--- config.mk ---
export PLATFORM = sky130hd
export DESIGN_NAME = mem_port
export DESIGN_NICKNAME = d
export VERILOG_FILES = /design/src/rtl/mem_port.sv
export SDC_FILE = /design/constraint.sdc
export NUM_CORES = 1
export LEC_CHECK = 0
export ABC_CLOCK_PERIOD_IN_PS = 3600
export CAP_MARGIN = 20
export CORE_MARGIN = 2
export CORE_UTILIZATION = 40
export DETAILED_ROUTE_END_ITERATION = 16
export GPL_ROUTABILITY_DRIVEN = 0
export GPL_TIMING_DRIVEN = 0
export PLACE_DENSITY = 0.78
export SETUP_SLACK_MARGIN = 0.2
export SYNTH_ARGS = -nofsm -noshare
export SYNTH_HDL_FRONTEND = slang
export SYNTH_SLANG_ARGS = --single-unit
--- constraint.sdc ---
create_clock -name clk -period 3.6 [get_ports clk]
set_input_delay 0.54 -clock clk [delete_from_list [all_inputs] [get_ports clk]]
set_output_delay 0.54 -clock clk [all_outputs]
set_load 0.005 [all_outputs]
--- src/rtl/mem_port.sv ---
// Byte-wide memory port: turns one execute-stage load/store request into one
// or two 8-bit bus beats, stalling the pipeline until the access completes.
module mem_port #(
   parameter logic [15:0] MAR_RESET = 16'h0000
) (
   input  logic        clk,
   input  logic        a_rst,
   input  logic        mar_wr,
   input  logic [15:0] addr_in,
   input  logic        mem_rq,
   input  logic        mem_rq_cmd,
   input  logic        mem_rq_width,
   input  logic [15:0] wr_data,
   output logic [15:0] bus_addr,
   output logic [7:0]  bus_dout,
   input  logic [7:0]  bus_din,
   output logic        bus_req,
   output logic        bus_we,
   input  logic        bus_ack,
   output logic [15:0] rd_data,
   output logic        rd_valid,
   output logic        stop
);

   typedef enum logic [1:0] {IDLE, LO, HI} state_t;

   state_t      state_q;
   logic [15:0] mar_q;
   logic [15:0] bus_addr_q;
   logic [7:0]  bus_dout_q;
   logic        bus_req_q;
   logic        bus_we_q;
   logic        width_q;
   logic [7:0]  hi_byte_q;
   logic [7:0]  lo_q;
   logic [15:0] rd_data_q;
   logic        rd_valid_q;
   logic [15:0] addr_d;

   // A request issued together with mar_wr uses the new address directly.
   assign addr_d = mar_wr ? addr_in : mar_q;

   always_ff @(posedge clk or negedge a_rst) begin
      if (!a_rst) begin
         state_q    <= IDLE;
         mar_q      <= MAR_RESET;
         bus_addr_q <= 16'h0000;
         bus_dout_q <= 8'h00;
         bus_req_q  <= 1'b0;
         bus_we_q   <= 1'b0;
         width_q    <= 1'b0;
         hi_byte_q  <= 8'h00;
         lo_q       <= 8'h00;
         rd_data_q  <= 16'h0000;
         rd_valid_q <= 1'b0;
      end else begin
         rd_valid_q <= 1'b0;
         case (state_q)
            IDLE: begin
               if (mar_wr)
                  mar_q <= addr_in;
               if (mem_rq) begin
                  state_q    <= LO;
                  bus_req_q  <= 1'b1;
                  bus_we_q   <= mem_rq_cmd;
                  bus_addr_q <= addr_d;
                  bus_dout_q <= wr_data[7:0];
                  hi_byte_q  <= wr_data[15:8];
                  width_q    <= mem_rq_width;
               end
            end
            LO: begin
               if (bus_ack) begin
                  if (!bus_we_q)
                     lo_q <= bus_din;
                  if (width_q) begin
                     state_q    <= HI;
                     bus_addr_q <= bus_addr_q + 16'd1;
                     bus_dout_q <= hi_byte_q;
                  end else begin
                     state_q    <= IDLE;
                     bus_req_q  <= 1'b0;
                     bus_we_q   <= 1'b0;
                     bus_addr_q <= 16'h0000;
                     bus_dout_q <= 8'h00;
                     if (!bus_we_q) begin
                        rd_data_q  <= {8'h00, bus_din};
                        rd_valid_q <= 1'b1;
                     end
                  end
               end
            end
            HI: begin
               if (bus_ack) begin
                  state_q    <= IDLE;
                  bus_req_q  <= 1'b0;
                  bus_we_q   <= 1'b0;
                  bus_addr_q <= 16'h0000;
                  bus_dout_q <= 8'h00;
                  if (!bus_we_q) begin
                     rd_data_q  <= {bus_din, lo_q};
                     rd_valid_q <= 1'b1;
                  end
               end
            end
            default: state_q <= IDLE;
         endcase
      end
   end

   assign stop     = (state_q != IDLE);
   assign bus_req  = bus_req_q;
   assign bus_we   = bus_we_q;
   assign bus_addr = bus_addr_q;
   assign bus_dout = bus_dout_q;
   assign rd_data  = rd_data_q;
   assign rd_valid = rd_valid_q;

endmodule

## After elaboration in Yosys (flattened, before gate mapping)

Cells that the tools add are included.

- Add/sub/neg operators: 1
- Equal/unequal tests: 8
- Mux-type cells: 34
- Bitwise logic cells: 1
- Reduce and logical (&&, ||, !) cells: 10

Operator list:

| cell | count |
|---|---|
| 16-bit two-way mux | 10 |
| 16-bit one-hot mux with 3 select lines | 1 |
| 8-bit two-way mux | 4 |
| 16-bit one-hot mux with 2 select lines | 1 |
| 8-bit one-hot mux with 3 select lines | 1 |
| 16-bit by 1-bit adder with 16-bit output, second input constant | 1 |
| 2-bit != test, second input constant | 6 |
| 1-bit two-way mux | 9 |
| 2-bit two-way mux | 4 |
| 1-bit one-hot mux with 3 select lines | 2 |
| 2-bit one-hot mux with 3 select lines | 1 |
| 3-bit AND reduction | 2 |
| 6-bit AND reduction | 1 |
| 5-bit AND reduction | 1 |
| 4-bit AND reduction | 1 |
| 2-bit nonzero test | 2 |
| 3-bit nonzero test | 1 |
| 2-bit by 1-bit equality test with 1-bit output, second input constant | 1 |
| 2-bit equality test, second input constant | 1 |
| 2-bit zero test | 1 |
| 1-bit one-hot mux with 2 select lines | 1 |
| 2-bit AND reduction | 1 |
| 1-bit NOT | 1 |

- Bits in registers: 78
- Input port bits: 47
- Output and inout bits: 44
- Word-level logic and storage cells: 65

## Depth between registers and ports, before layout

- Depth in word-level cells: 4
- Depth in mapped cells: 9

## Worst setup path after synthesis

OpenSTA, ideal clock, no wires.

- Kind: reg-to-reg
- Start: register state_q[0]
- End: register bus_addr_q[15], in the netlist bus_addr[15]
- Data arrival time: 1.716 ns
- Slack: 1.760 ns
- Cell stages (with the launch flop): 9
- Buffers on the path: 2
- Period minus slack after synthesis: 1.840 ns
- Cell sequence: dfrtp_1 inv_1 ha_1 buf_6 o21bai_4 and3b_1 buf_6 mux2_4 a211o_1

- Longest elaborated chain between the ends: 3

Ends and longest elaborated chain:

| what | RTL line | text |
|---|---|---|
| from (decl) | 27 | `state_t state_q;` |
| from (signal assigned) | 45 | `state_q <= IDLE;` |
| from (signal assigned) | 63 | `state_q <= LO;` |
| from (signal assigned) | 77 | `state_q <= HI;` |
| 2-bit by 1-bit equality test with 1-bit output, or another cell as far along | 58 | `case (state_q)` |
| 2-bit != test (no source line) / 3-bit nonzero test (equally long branches) | - |  |
| 4-bit AND reduction (no source line) | - |  |
| to (signal assigned) | 66 | `bus_addr_q <= addr_d;` |
| to (signal assigned) | 78 | `bus_addr_q <= bus_addr_q + 16'd1;` |
| to (decl) | 29 | `logic [15:0] bus_addr_q;` |

Several ways; a longest one is shown, not always the timed one.
A chain may end at the register's enable or synchronous reset.

## Worst setup path after layout

- Start: register state_q[0]
- End: output port stop

- Longest elaborated chain between the ends: 1

Ends and longest elaborated chain:

| what | RTL line | text |
|---|---|---|
| 2-bit nonzero test | 111 | `assign stop = (state_q != IDLE);` |
| to (decl) | 22 | `output logic stop` |

No other way between the ends.

==> impl_metrics.yaml <==
sta:
  rsz0062_at_grt: "no"
  fmax_ghz: 0.387
  tightestPinTransition_ps: 567
  clock-skew-final_ps: 12.0
  hold_viol: 0
  maxSlewHeadroom_pct: 62.2
  setup_viol: 0
  drv_slew: 0
  min_period_ps: 2590
  fin_crit_sh_pct: 71.8
routing:
  drtIter0Drc: 110
  viasPerCell: 5.60
  drc: 0
  routedWlPerCell_um: 16.5
  dr.pass1.iters: 4
  wl_um: 9480
  vias: 3209
  postRouteAntennaNets: 0
global_route:
  grt_max_degree: 41
  grt_pass1_wl_um: 15200
  antenna_found_initial: 0
  grt_pass1_vias: 3169
  grt_util_all_layers_pct: 19.1
  grt-ovfl-total: 0
critical_path:
  critical_path_class: "reg2out"
  cp_max_fo: 10
  cp.required_ps: 3060
  r2r-start: "state_q[0]"
  start_kind: "register"
  reg2reg_slack_ps: 1480
  r2r_end: "bus_addr[1]"
  worstSetupEndpointType: "output pin"
  cp.arrival_ps: 2050
  r2r_cells: 7
clock_network:
  htree_levels: 3
  cts_tree: "built"
  ctsLongestPathBuffers: 2
  cts_hold_buf: 0
  clk_pin_slew_worst_paths_ps: 80
  clockRootBuffer: "clkbuf_8"
  clock-sinks: 78
  insertion_delay_ps: 350
  cts_resized: 0
  post_cts_buffers: 0
  numCtsBuffers: 9
synthesis:
  syn_area_per_cell_um2: 10.6
  synth_warnings: 0
  synth-seq-cells: 78
  ys_types: 40
  syn_area_um2: 3780
  synthArstFlopShare_pct: 100
  syn_nets: 409
  synth_edf_count: 0
  ys.flop_type: "dfrtp_1"
  yosysSeqAreaShare_pct: 51.7
  syn_inst: 356
die:
  fp.dieH_um: 101
  die-area_um2: 10200
  row_count: 35
  top_level_ports: 91
  core_um2: 9200
  die_w_um: 101
  start_util_pct: 41.1
final_layout:
  post-route-util_pct: 54.5
  drive_gt1_share_pct: 13.2
  area_delta_synth_final_pct: 32.8
  antennaDiodeCount: 0
  multi_input_area_um2: 1680
  fin_area_um2: 5010
  seqCellArea_um2: 1950
  n_fill_cell: 854
  final_nets: 510
power_and_ir_drop:
  p_int_mw: 2.62
  power_frac_clock_pct: 15.7
  switchingPower_mw: 1.52
  p_per_area_nw_per_um2: 824
  leakagePower_nw: 2.10
  ir_drop_uv: 359
  p_seq_share_pct: 38.3
  p_sw_share_pct: 36.7
  p_comb_share_pct: 46.0
placed_design:
  place_hpwl_um: 6930
  port_buffers: 89
  dpl-instance-area_um2: 4820
hold_path:
  hold_path.class: "in2async"
outcome:
  status: "finished clean"
run:
  maxCapViolations: 0
==> logic make-up (layout without fill, tap and decap cells) <==
family	Yosys count	after routing	share of synthesized area [%]
AND/OR/NAND/NOR	104	104	12.3
AO/OA/AOI/OAI	83	83	14.2
multiplexers	56	56	16.0
flip-flops	78	78	51.7
adder cells (fa/ha/maj)	6	6	1.99
buffers and inverters	29	135	3.74
==> synth_stat cells, types with 3 or more instances <==
master / number / share of area, %
and3_1: 3 / 0.50
buf_2: 8 / 1.1
o2bb2ai_1: 5 / 1.2
dfrtp_1: 78 / 52
a21oi_1: 13 / 1.7
o21ai_1: 3 / 0.40
mux2i_1: 24 / 6.4
a221oi_1: 8 / 1.9
nor2b_1: 4 / 0.66
o21ai_0: 35 / 4.6
nand3_1: 8 / 1.1
mux2_2: 31 / 9.2
a31oi_1: 5 / 0.83
o32a_1: 6 / 1.6
nor2_1: 38 / 3.8
ha_1: 6 / 2.0
nand2_1: 35 / 3.5
nor3_1: 5 / 0.66
inv_1: 7 / 0.70
clkbuf_1: 9 / 0.89
==> layout make-up <==
class,count,area share [%]
multi-input cells,249,33.6
repair buffers,90,18.1
inverters,8,0.599
flip-flops and latches,78,38.9
clock buffers,11,2.62
clock inverters,5,1.17
plain buffers,21,2.22
well taps,111,2.77
==> routing by layer <==
layer	up-vias	wire (um)	global-route usage, %	share of wire (%)
met2	128	4500	30.9	48
li1	1476	-	-	-
met1	1583	4030	24.5	43
met3	22	675	5.11	7.1
met4	0	264	7.59	2.8
met5	-	0	0	0
==> state kept, by name (all words and copies together) (netlist names) <==
name	cells
bus_req	1
lo_q	8
mar_q	16
width_q	1
rd_valid	1
bus_we	1
bus_addr	16
bus_dout	8
rd_data	16
state_q	2
hi_byte_q	8
==> layout by cell type, fill, tap and decap left out, drive strengths merged <==
master / Yosys / final
clkdlybuf4s50: 0 / 88
dfrtp: 78 / 78
nor2: 38 / 38
o21ai: 38 / 38
nand2: 35 / 35
mux2: 32 / 32
mux2i: 24 / 24
clkbuf: 9 / 20
buf: 12 / 14
a21oi: 13 / 13
nand3: 8 / 8
a221oi: 8 / 8
inv: 7 / 8
o32a: 6 / 6
ha: 6 / 6
o2bb2ai: 5 / 5
nor3: 5 / 5
a31oi: 5 / 5
nor2b: 4 / 4
and3: 3 / 3
nand4: 2 / 2
nor4: 2 / 2
and4: 2 / 2
clkinvlp: 0 / 2
clkinv: 1 / 2
o21bai: 1 / 1
nand2b: 1 / 1
and3b: 1 / 1
nand3b: 1 / 1
nand4bb: 1 / 1
o22ai: 1 / 1
and2: 1 / 1
o32ai: 1 / 1
a22o: 1 / 1
o221ai: 1 / 1
o21a: 1 / 1
o211a: 1 / 1
a211o: 1 / 1
bufinv: 0 / 1
==> power groups by stage <==
| stage | clock, mW | combinational [mW] | sequential [mW] |
|---|---|---|---|
| 2_1_floorplan | 0 | 1.11 | 1.55 |
| 3_3_place_gp | 0 | 1.85 | 1.58 |
| 3_5_place_dp | 0 | 1.91 | 1.60 |
| 4_1_cts | 0.667 | 1.92 | 1.58 |
| 5_1_grt | 0.702 | 2.10 | 1.64 |
| 6_report | 0.649 | 1.90 | 1.58 |
==> worst max-delay path by stage <==
stage                    start      endpoint  slack [ps]  cells past startpoint
global placement         a_rst    rd_data[3]        -720                      1
detailed placement  state_q[0]          stop        1400                      5
global route        state_q[0]          stop         880                      5
CTS                 state_q[0]          stop        1020                      5
finish              state_q[0]          stop        1010                      5
floorplan           state_q[0]  bus_addr[15]        1760                      8
==> worst max-delay path, stage by stage, from the launching register on <==
cell             delay [ps]
dfrtp_1                 410
inv_1                   120
ha_1                    270
clkbuf_1                360
inv_1                    90
clkdlybuf4s50_1         450
==> through the flow <==
step	std cells	TNS [ps]	hold WS [ps]	worst slack, ps	power, mW
final	573	0	162	1010	4.13
after global placement	556	-55630	466	-719	3.43
after CTS	573	0	174	1020	4.17
after global routing	573	0	192	880	4.45
after detailed placement	557	0	470	1400	3.51
after floorplan	356	0	244	1760	2.66
(Power assumes the default switching activity.)
